===== src/rtl/axis_cic_interp_if.sv =====
`default_nettype none
// ============================================================================
// Module : axis_cic_interp_if
// Input and output AXI-Stream channels of the CIC interpolator.
// Rev    : 1.0
// ============================================================================
interface axis_cic_interp_if #(
  parameter int IN_WIDTH  = 16,
  parameter int OUT_WIDTH = 37
);
  logic signed [IN_WIDTH-1:0]  s_axis_data_tdata;
  logic                        s_axis_data_tvalid;
  logic                        s_axis_data_tready;
  logic signed [OUT_WIDTH-1:0] m_axis_data_tdata;
  logic                        m_axis_data_tvalid;
  logic                        m_axis_data_tready;

  modport slave (
    input  s_axis_data_tdata,
    input  s_axis_data_tvalid,
    output s_axis_data_tready,
    output m_axis_data_tdata,
    output m_axis_data_tvalid,
    input  m_axis_data_tready
  );

  modport master (
    output s_axis_data_tdata,
    output s_axis_data_tvalid,
    input  s_axis_data_tready,
    input  m_axis_data_tdata,
    input  m_axis_data_tvalid,
    output m_axis_data_tready
  );
endinterface
`default_nettype wire


===== src/rtl/axis_cic_interp.sv =====
`default_nettype none
// ============================================================================
// Module : axis_cic_interp
// N-stage CIC interpolator: comb at input rate, zero-stuff/ZOH upsampler, integrators.
// Rev    : 1.0
// ============================================================================
module axis_cic_interp #(
  parameter int IN_WIDTH  = 16,
  parameter int R         = 100,
  parameter int M         = 1,
  parameter int N         = 3,
  parameter int ZOH       = 0,
  parameter int OUT_WIDTH = IN_WIDTH + N*$clog2(R*M) + ZOH*$clog2(R)
) (
  input  logic             aclk,
  input  logic             arst_n,
  axis_cic_interp_if.slave axis
);
  localparam int            PW         = $clog2(R);
  localparam logic [PW-1:0] PHASE_LAST = PW'(R-1);

  logic signed [OUT_WIDTH-1:0] dly [N][M];
  logic signed [OUT_WIDTH-1:0] comb_in [N];
  logic signed [OUT_WIDTH-1:0] comb_acc;
  logic signed [OUT_WIDTH-1:0] up_data;
  logic                        up_valid;
  logic [PW-1:0]               phase;
  logic signed [OUT_WIDTH-1:0] integ [N];
  logic signed [OUT_WIDTH-1:0] upsamp;
  logic signed [OUT_WIDTH-1:0] out_next;
  logic signed [OUT_WIDTH-1:0] out_data;
  logic                        out_valid;
  logic                        en;
  logic                        last_slot;
  logic                        in_ready;
  logic                        accept;

  // comb_in[k] is the input of comb stage k+1; comb_acc ends as c_N
  always_comb begin
    comb_acc = {{(OUT_WIDTH-IN_WIDTH){axis.s_axis_data_tdata[IN_WIDTH-1]}},
                axis.s_axis_data_tdata};
    for (int k = 0; k < N; k++) begin
      comb_in[k] = comb_acc;
      comb_acc   = comb_acc - dly[k][M-1];
    end
  end

  assign last_slot = (phase == PHASE_LAST);
  assign en        = up_valid && (!out_valid || axis.m_axis_data_tready);
  // Accepting on the last slot keeps the stream gapless: one input per R outputs
  assign in_ready  = arst_n && (!up_valid || (en && last_slot));
  assign accept    = axis.s_axis_data_tvalid && in_ready;

  generate
    if (ZOH != 0) begin : g_zoh
      assign upsamp = up_data;
    end else begin : g_zero_stuff
      assign upsamp = (phase == '0) ? up_data : '0;
    end
  endgenerate

  // The output register holds the freshly updated last integrator
  generate
    if (N == 1) begin : g_out_single
      assign out_next = integ[0] + upsamp;
    end else begin : g_out_chain
      assign out_next = integ[N-1] + integ[N-2];
    end
  endgenerate

  always_ff @(posedge aclk or negedge arst_n) begin
    if (!arst_n) begin
      for (int k = 0; k < N; k++) begin
        integ[k] <= '0;
        for (int j = 0; j < M; j++) begin
          dly[k][j] <= '0;
        end
      end
      up_data   <= '0;
      up_valid  <= 1'b0;
      phase     <= '0;
      out_data  <= '0;
      out_valid <= 1'b0;
    end else begin
      if (accept) begin
        for (int k = 0; k < N; k++) begin
          dly[k][0] <= comb_in[k];
          for (int j = 1; j < M; j++) begin
            dly[k][j] <= dly[k][j-1];
          end
        end
        up_data  <= comb_acc;
        up_valid <= 1'b1;
        phase    <= '0;
      end else if (en) begin
        phase <= phase + 1'b1;
        if (last_slot) begin
          up_valid <= 1'b0;
        end
      end

      if (en) begin
        integ[0] <= integ[0] + upsamp;
        for (int k = 1; k < N; k++) begin
          integ[k] <= integ[k] + integ[k-1];
        end
        out_data  <= out_next;
        out_valid <= 1'b1;
      end else if (axis.m_axis_data_tready) begin
        out_valid <= 1'b0;
      end
    end
  end

  assign axis.s_axis_data_tready = in_ready;
  assign axis.m_axis_data_tdata  = out_data;
  assign axis.m_axis_data_tvalid = out_valid;
endmodule
`default_nettype wire


===== src/flat_wrapper.sv =====
// flat-port wrapper written by rule: the top's interface ports become plain ports
module axis_cic_interp_flat 
#(
  parameter int IN_WIDTH  = 16,
  parameter int R         = 100,
  parameter int M         = 1,
  parameter int N         = 3,
  parameter int ZOH       = 0,
  parameter int OUT_WIDTH = IN_WIDTH + N*$clog2(R*M) + ZOH*$clog2(R)
)
  (aclk, arst_n, axis_s_axis_data_tdata, axis_s_axis_data_tvalid, axis_s_axis_data_tready, axis_m_axis_data_tdata, axis_m_axis_data_tvalid, axis_m_axis_data_tready);
  axis_cic_interp_if #(.IN_WIDTH(IN_WIDTH), .OUT_WIDTH(OUT_WIDTH)) axis_i ();
  input  logic aclk;
  input  logic arst_n;
  input wire logic [$bits(axis_i.s_axis_data_tdata)-1:0] axis_s_axis_data_tdata;
  input wire logic [$bits(axis_i.s_axis_data_tvalid)-1:0] axis_s_axis_data_tvalid;
  output wire logic [$bits(axis_i.s_axis_data_tready)-1:0] axis_s_axis_data_tready;
  output wire logic [$bits(axis_i.m_axis_data_tdata)-1:0] axis_m_axis_data_tdata;
  output wire logic [$bits(axis_i.m_axis_data_tvalid)-1:0] axis_m_axis_data_tvalid;
  input wire logic [$bits(axis_i.m_axis_data_tready)-1:0] axis_m_axis_data_tready;
  assign axis_i.s_axis_data_tdata = axis_s_axis_data_tdata;
  assign axis_i.s_axis_data_tvalid = axis_s_axis_data_tvalid;
  assign axis_s_axis_data_tready = axis_i.s_axis_data_tready;
  assign axis_m_axis_data_tdata = axis_i.m_axis_data_tdata;
  assign axis_m_axis_data_tvalid = axis_i.m_axis_data_tvalid;
  assign axis_i.m_axis_data_tready = axis_m_axis_data_tready;
  axis_cic_interp #(.IN_WIDTH(IN_WIDTH), .R(R), .M(M), .N(N), .ZOH(ZOH), .OUT_WIDTH(OUT_WIDTH)) u_core (.aclk(aclk), .arst_n(arst_n), .axis(axis_i));
endmodule

===== config.mk =====
export PLATFORM = sky130hd
export DESIGN_NAME = axis_cic_interp_flat
export DESIGN_NICKNAME = d
export VERILOG_FILES = /design/src/rtl/axis_cic_interp_if.sv /design/src/rtl/axis_cic_interp.sv /design/src/flat_wrapper.sv
export SDC_FILE = /design/constraint.sdc
export NUM_CORES = 1
export LEC_CHECK = 0
export ABC_AREA = 0
export CORE_ASPECT_RATIO = 1.1
export CORE_MARGIN = 10
export CORE_UTILIZATION = 57
export CTS_BUF_LIST = sky130_fd_sc_hd__clkbuf_16
export DETAILED_ROUTE_END_ITERATION = 16
export GPL_ROUTABILITY_DRIVEN = 0
export HOLD_SLACK_MARGIN = 0.05
export PLACE_DENSITY = 0.83
export SLEW_MARGIN = 20
export SYNTH_ARGS = -nofsm -noshare
export SYNTH_HDL_FRONTEND = slang
export SYNTH_SLANG_ARGS = --single-unit

===== constraint.sdc =====
create_clock -name aclk -period 5.8 [get_ports aclk]
set_clock_uncertainty 0.15 [all_clocks]
set_input_delay 1.16 -clock aclk [delete_from_list [all_inputs] [get_ports aclk]]
set_output_delay 1.16 -clock aclk [all_outputs]
set_load 0.005 [all_outputs]

==> results by group, run 1 <==
Run status
  – Outcome: complete, but fails checks
  – Failing checks: setup timing

Placement
  – Detailed placer's ending HPWL: 29,500 µm
  – Placed Cells: 2,675
  – Buffers on Ports: between 50 and 60

Floorplan
  – Die Area: slightly below 0.04 mm²
  – FP Rows: around 70
  – I/O pin count: 59
  – Die H: between 200 and 250 µm
  – Core Area: 0.0312 mm²
  – Die width: between 150 and 200 µm
  – Initial Utilization: 0.575

Logic synthesis
  – Post-synth EDFFs: 0
  – Top cell type's share of synthesized area: 0.316
  – Mean Syn Cell Area: 8.44 µm²
  – Largest cells by area after synthesis: dfrtp_1 32%, ha_1 12%, nand2_1 6.5%
  – Yosys top cell by area: dfrtp_1
  – Cells after Synth: roughly 2,100
  – Synthesized flop and latch total: 227
  – Commonest cells post-synth: 309 x nand2_1, 227 x dfrtp_1, 181 x o21ai_0
  – Ys async rst share: 1.00
  – Most used DFF post-synth: dfrtp_1
  – Syn_nets: roughly 2,300
  – Seq/Total Area, Yosys: 0.316
  – Most frequent cell after synthesis: nand2_1
  – Count of different cell masters after synthesis: between 90 and 100
  – Synth Cell Area: around 0.018 mm²
  – Synth warn: 0

Clocking
  – Clock latency on the worst-skew pair: about 540 ps
  – CTS tree: done
  – Root buf cell: clkbuf_16
  – Clock buffer count from CTS: 26
  – Clock transition at the registers of the reported paths: approximately 60 ps
  – Hold-fix buffers, CTS: 0
  – # H-tree levels: 1
  – CTS Buffer Depth: 3
  – CTS Sinks: between 200 and 250

Global route
  – Overflow after GRT: 0
  – Total track usage: 0.212
  – First-pass GRT wire length: 71,900 µm
  – Vias in the first global route: between 15,000 and 20,000
  – Initial antenna violation count: 0
  – Largest net degree at the start of global routing: between 100 and 150

Worst setup path
  – CP required: 6030 ps
  – WP data arrival: 6800 ps
  – Crit Path Category: in -> reg
  – CP endpoint kind: flip-flop
  – CP dominant cell by count: a21o_1
  – Startpoint types: primary input
  – Worst Path Max Fanout: 3
  – R2R Path Start: u_core.dly[75]
  – Critical path's largest stage delay: slightly below 600 ps
  – R2R Setup Slk: -560 ps
  – Reg2reg path depth: 32
  – Slowest library cell on the worst path: fa_2
  – FF-to-FF End: u_core.up_data[35]

Final layout
  – Layout cells sized above 1: 0.182
  – Syn-to-layout area delta: 21.2%
  – Final Instance Count excl. Fillers: about 2,800
  – Nets@finish: 2,527
  – ANT cells: 0

Timing
  – F_max: about 150 MHz
  – Hold Fails Final Rpt: 0
  – Hold Slack: approximately 320 ps
  – Fin crit period: 6570 ps
  – RSZ-0062 raised after global routing: true
  – Tcrit/Tclk final: 1.13
  – Final WS setup: -768 ps
  – Least-Margin Pin Slew: 954 ps
  – Max transition margin: 0.362
  – Setup Viol. Count Final: 18
  – Slew Limit Fails: 0
  – Setup TNS: -8710 ps

Route
  – Iter 0 DRT Violations: roughly 920
  – Vias: 16,200
  – Final routed wire length divided by cell count: around 16 µm
  – Vias per cell: between 5 and 6
  – Routed WL: approximately 46,000 µm
  – DR pass1 iterations: 6
  – DRC viols: 0
  – Post-route ant nets: 0

Worst hold path
  – Hold Crit Class: reg -> reg
  – Worst hold start: u_core.up_data[3]
  – Min-Delay Endpoint: u_core.up_data[3]
  – Hold Path Depth: 2

Run
  – Max cap viols: 0
-- sequential cells by signal (all words and copies together) (netlist names) --
name / flops
u_core.axis.m_axis_data_tvalid: 1
u_core.dly: 70
u_core.integ: 111
u_core.phase: 7
u_core.up_data: 37
u_core.up_valid: 1
-- critical path, delay by kind of cell --
kind	cells	cell delay, ps
and+or+nand+nor	5	440
buffers and inverters	1	100
AOI/OAI and AO/OA	21	3660
adders and majority gates	4	1290
xor gates and xnor gates	1	140
-- per-layer routing --
metal,global-route usage,vias to the layer above,wire length [µm]
met5,0,-,0
met3,0.0310,204,2660
li1,-,7845,-
met1,0.240,7504,18200
met4,0.0740,0,2110
met2,0.395,614,22600
-- worst max path at each step --
stage,start,to,cells past startpoint
after floorplan,axis_s_axis_data_tdata[1],u_core.up_data[35],31
after detailed placement,axis_s_axis_data_tdata[0],u_core.up_data[35],33
after CTS,axis_s_axis_data_tdata[0],u_core.up_data[35],33
after global placement,axis_s_axis_data_tdata[1],u_core.up_data[35],32
after global routing,axis_s_axis_data_tdata[1],u_core.up_data[35],32
final,axis_s_axis_data_tdata[1],u_core.up_data[35],32
-- logic make-up after synthesis --
group,share of synthesized area
compound gates,0.260
flops,0.316
buf+inv,0.0567
mux,0.00544
xor+xnor,0.0746
simple gates,0.154
fa+ha+maj,0.133
-- area by class of cell --
type                    count  area [µm²]
clock buffers              27         676
inverters                 120         453
fillers                  2180        9460
multi-input cells        1668       12000
clock inverters            18         126
well taps                 420         526
repair buffers            278        2330
flip-flops and latches    227        5680
-- stage by stage --
stage	instance area, µm²	setup WS (ps)	utilization
finish	21800	-768	0.697
detailed placement	20000	-1940	0.640
floorplan	18000	-1110	-
global route	21800	-1040	0.697
global placement	20000	-1810	0.640
CTS	21300	-670	0.681
-- placed cells by master, fill, tap and decap left out, types with 9 or more instances in the layout --
cell,n
nand2_1,302
dfrtp_1,227
buf_4,198
o21ai_0,166
ha_1,162
a21oi_1,135
inv_1,126
a21o_1,102
nor2_1,96
o21ai_1,79
xnor2_1,74
xor2_1,69
clkdlybuf4s50_1,51
and2_1,41
nand3_1,30
o21a_1,28
clkbuf_16,27
nand2b_1,26
nand4_1,24
a21oi_2,23
buf_6,22
o21bai_1,17
nor2b_1,16
a31oi_1,16
ha_4,15
o21ai_2,14
a21boi_1,11
a211oi_1,11
a21boi_0,11
o31ai_1,9
-- what timing repair did --
item                       CTS  global route
resized for setup           74            81
setup endpoints to repair   23            21
setup buffers               27            22
pin swaps                   65            62
Power of run 1 is not shown: default switching activity piles up to over one toggle a cycle in this logic, so the estimate is an artifact.
==> inputs of run 2 (changes only) <==
- CELL_PAD_IN_SITES_DETAIL_PLACEMENT: unset -> 0
- CELL_PAD_IN_SITES_GLOBAL_PLACEMENT: unset -> 2
- CORE_UTILIZATION: 57 -> 36
- PLACE_DENSITY: 0.83 -> 0.84
==> run 2 against run 1 <==
Non-clock buffer count up 10. The flow still finishes with violations (setup timing). Via count down 8.9%. Fmax up 0.40%. Critical path depth up 1. Design area up 0.75%. Setup slack better by 26 ps. Routed wire length down 11%. Register-to-register slack about the same. Count of clock-buffer cells in the layout up 2. Sequential cell count unchanged. Hold slack worse by 17 ps. Sequential share of layout area down 0.19 points.
==> results by group, run 2 (synthesis results as in run 1) <==
Run status
  – Outcome: complete, but fails checks
  – Failing checks: setup timing

Floorplan
  – Die width: between 200 and 250 µm
  – Core Area: approximately 0.049 mm²
  – I/O pin count: just under 60
  – Die Area: between 0.05 and 0.06 mm²
  – FP Rows: between 80 and 90
  – Initial Utilization: 0.365
  – Die H: around 250 µm

Timing
  – Hold Slack: ~300 ps
  – Slew Limit Fails: 0
  – Final WS setup: -742 ps
  – Max transition margin: 0.401
  – Fin crit period: ~6500 ps
  – Least-Margin Pin Slew: roughly 900 ps
  – Tcrit/Tclk final: 1.13
  – Setup Viol. Count Final: 18
  – RSZ-0062 raised after global routing: true
  – F_max: 153 MHz
  – Hold Fails Final Rpt: 0

Clocking
  – # H-tree levels: 1
  – CTS Sinks: between 200 and 250
  – Clock buffer count from CTS: 29
  – Clock latency on the worst-skew pair: about 560 ps
  – CTS tree: done
  – Root buf cell: clkbuf_16
  – Clock transition at the registers of the reported paths: ~50 ps
  – CTS Buffer Depth: 3
  – Hold-fix buffers, CTS: 0

Global route
  – First-pass GRT wire length: 69,300 µm
  – Largest net degree at the start of global routing: 73
  – Initial antenna violation count: 0
  – Total track usage: 0.136
  – Vias in the first global route: ~15,000
  – Overflow after GRT: 0

Final layout
  – Largest Register: u_core.integ
  – ANT cells: 0
  – Largest regs: u_core.integ x111, u_core.dly x70, u_core.up_data x37
  – Commonest cells after routing, fill and taps aside: 303 x nand2_1, 227 x dfrtp_1, 215 x buf_4
  – Final Cell Area: around 0.022 mm²
  – Number of flip-flops in the largest register: approximately 110
  – Syn-to-layout area delta: 22.2%
  – Final Instance Count excl. Fillers: between 3,000 and 4,000
  – Layout cells sized above 1: 0.177
  – Most common cell after layout, fill and taps aside: nand2_1
  – Nets@finish: 2,540

Worst setup path
  – WP data arrival: 6810 ps
  – Startpoint types: primary input
  – CP endpoint kind: flip-flop
  – Slowest library cell on the worst path: fa_2
  – Crit Path Category: in -> reg
  – CP required: roughly 6000 ps
  – Critical path's largest stage delay: about 520 ps
  – Worst Path Max Fanout: 3

Route
  – DR pass1 iterations: 4
  – Vias per cell: 4.91
  – DRC viols: 0
  – Iter 0 DRT Violations: roughly 630
  – Final routed wire length divided by cell count: 13.4 µm
  – Post-route ant nets: 0
  – Routed WL: just over 40,000 µm
  – Vias: between 10,000 and 15,000

Placement
  – Detailed placer's ending HPWL: between 30,000 and 40,000 µm
  – Placed Cells: 2,914
  – Post-DP Area: ~0.020 mm²
  – Buffers on Ports: 58

Worst hold path
  – Hold Crit Class: reg -> reg

Run
  – Max cap viols: 0
-- run 2: path summary, 6_finish.rpt --
kind | startpoint | endpoint | slack, ps | cells past startpoint
max | axis_s_axis_data_tdata[1] | u_core.up_data[29] | -740 | 33
min | u_core.up_data[14] | u_core.up_data[14] | 300 | 2
max reg2reg | u_core.dly[75] | u_core.up_data[29] | -550 | 33
min reg2reg | u_core.up_data[14] | u_core.up_data[14] | 300 | 2
max in group asynchronous | arst_n | u_core.integ[8] | 3180 | 3
min in group asynchronous | arst_n | u_core.dly[36] | 310 | 1
-- run 2: timing repair --
action,4_1_cts,5_1_grt
hold endpoints to repair,0,0
pin swaps,90,61
resized for setup,66,48
setup endpoints to repair,23,22
buffers inserted,28,16
-- run 2: critical path: cells and delay by family --
family                   cells  cell delay [ps]
adder cells (fa/ha/maj)      4             1310
AND/OR/NAND/NOR              7             1000
AO/OA/AOI/OAI               15             2540
buffers and inverters        6              670
XOR/XNOR                     1              130
-- run 2: metal layers --
metal  routed length [µm]  share of wire  vias to the layer above  GRT usage
met3                 1360          0.034                       54     0.0209
met4                  877          0.022                        0     0.0418
met2                19000           0.47                      151      0.237
met5                    0              0                        -          0
li1                     -              -                     7888          -
met1                19100           0.47                     6637      0.169
-- run 2: area by class of cell --
type | count | area [µm²]
clock buffer | 29 | 726
clock inverter | 19 | 101
fill | 4844 | 27200
inverter | 120 | 450
multi-input combinational | 1668 | 11800
sequential | 227 | 5680
tap | 652 | 816
timing repair buffer | 288 | 2370
-- run 2: metrics by stage --
step | util | worst slack (ps) | setup TNS [ps]
2_1_floorplan | - | -1110 | -8930
3_3_place_gp | 0.414 | -1910 | -33820
3_5_place_dp | 0.414 | -1960 | -35150
4_1_cts | 0.440 | -673 | -6980
5_1_grt | 0.446 | -1000 | -13110
6_report | 0.446 | -742 | -9200
Power of run 2 is left out for the same reason.
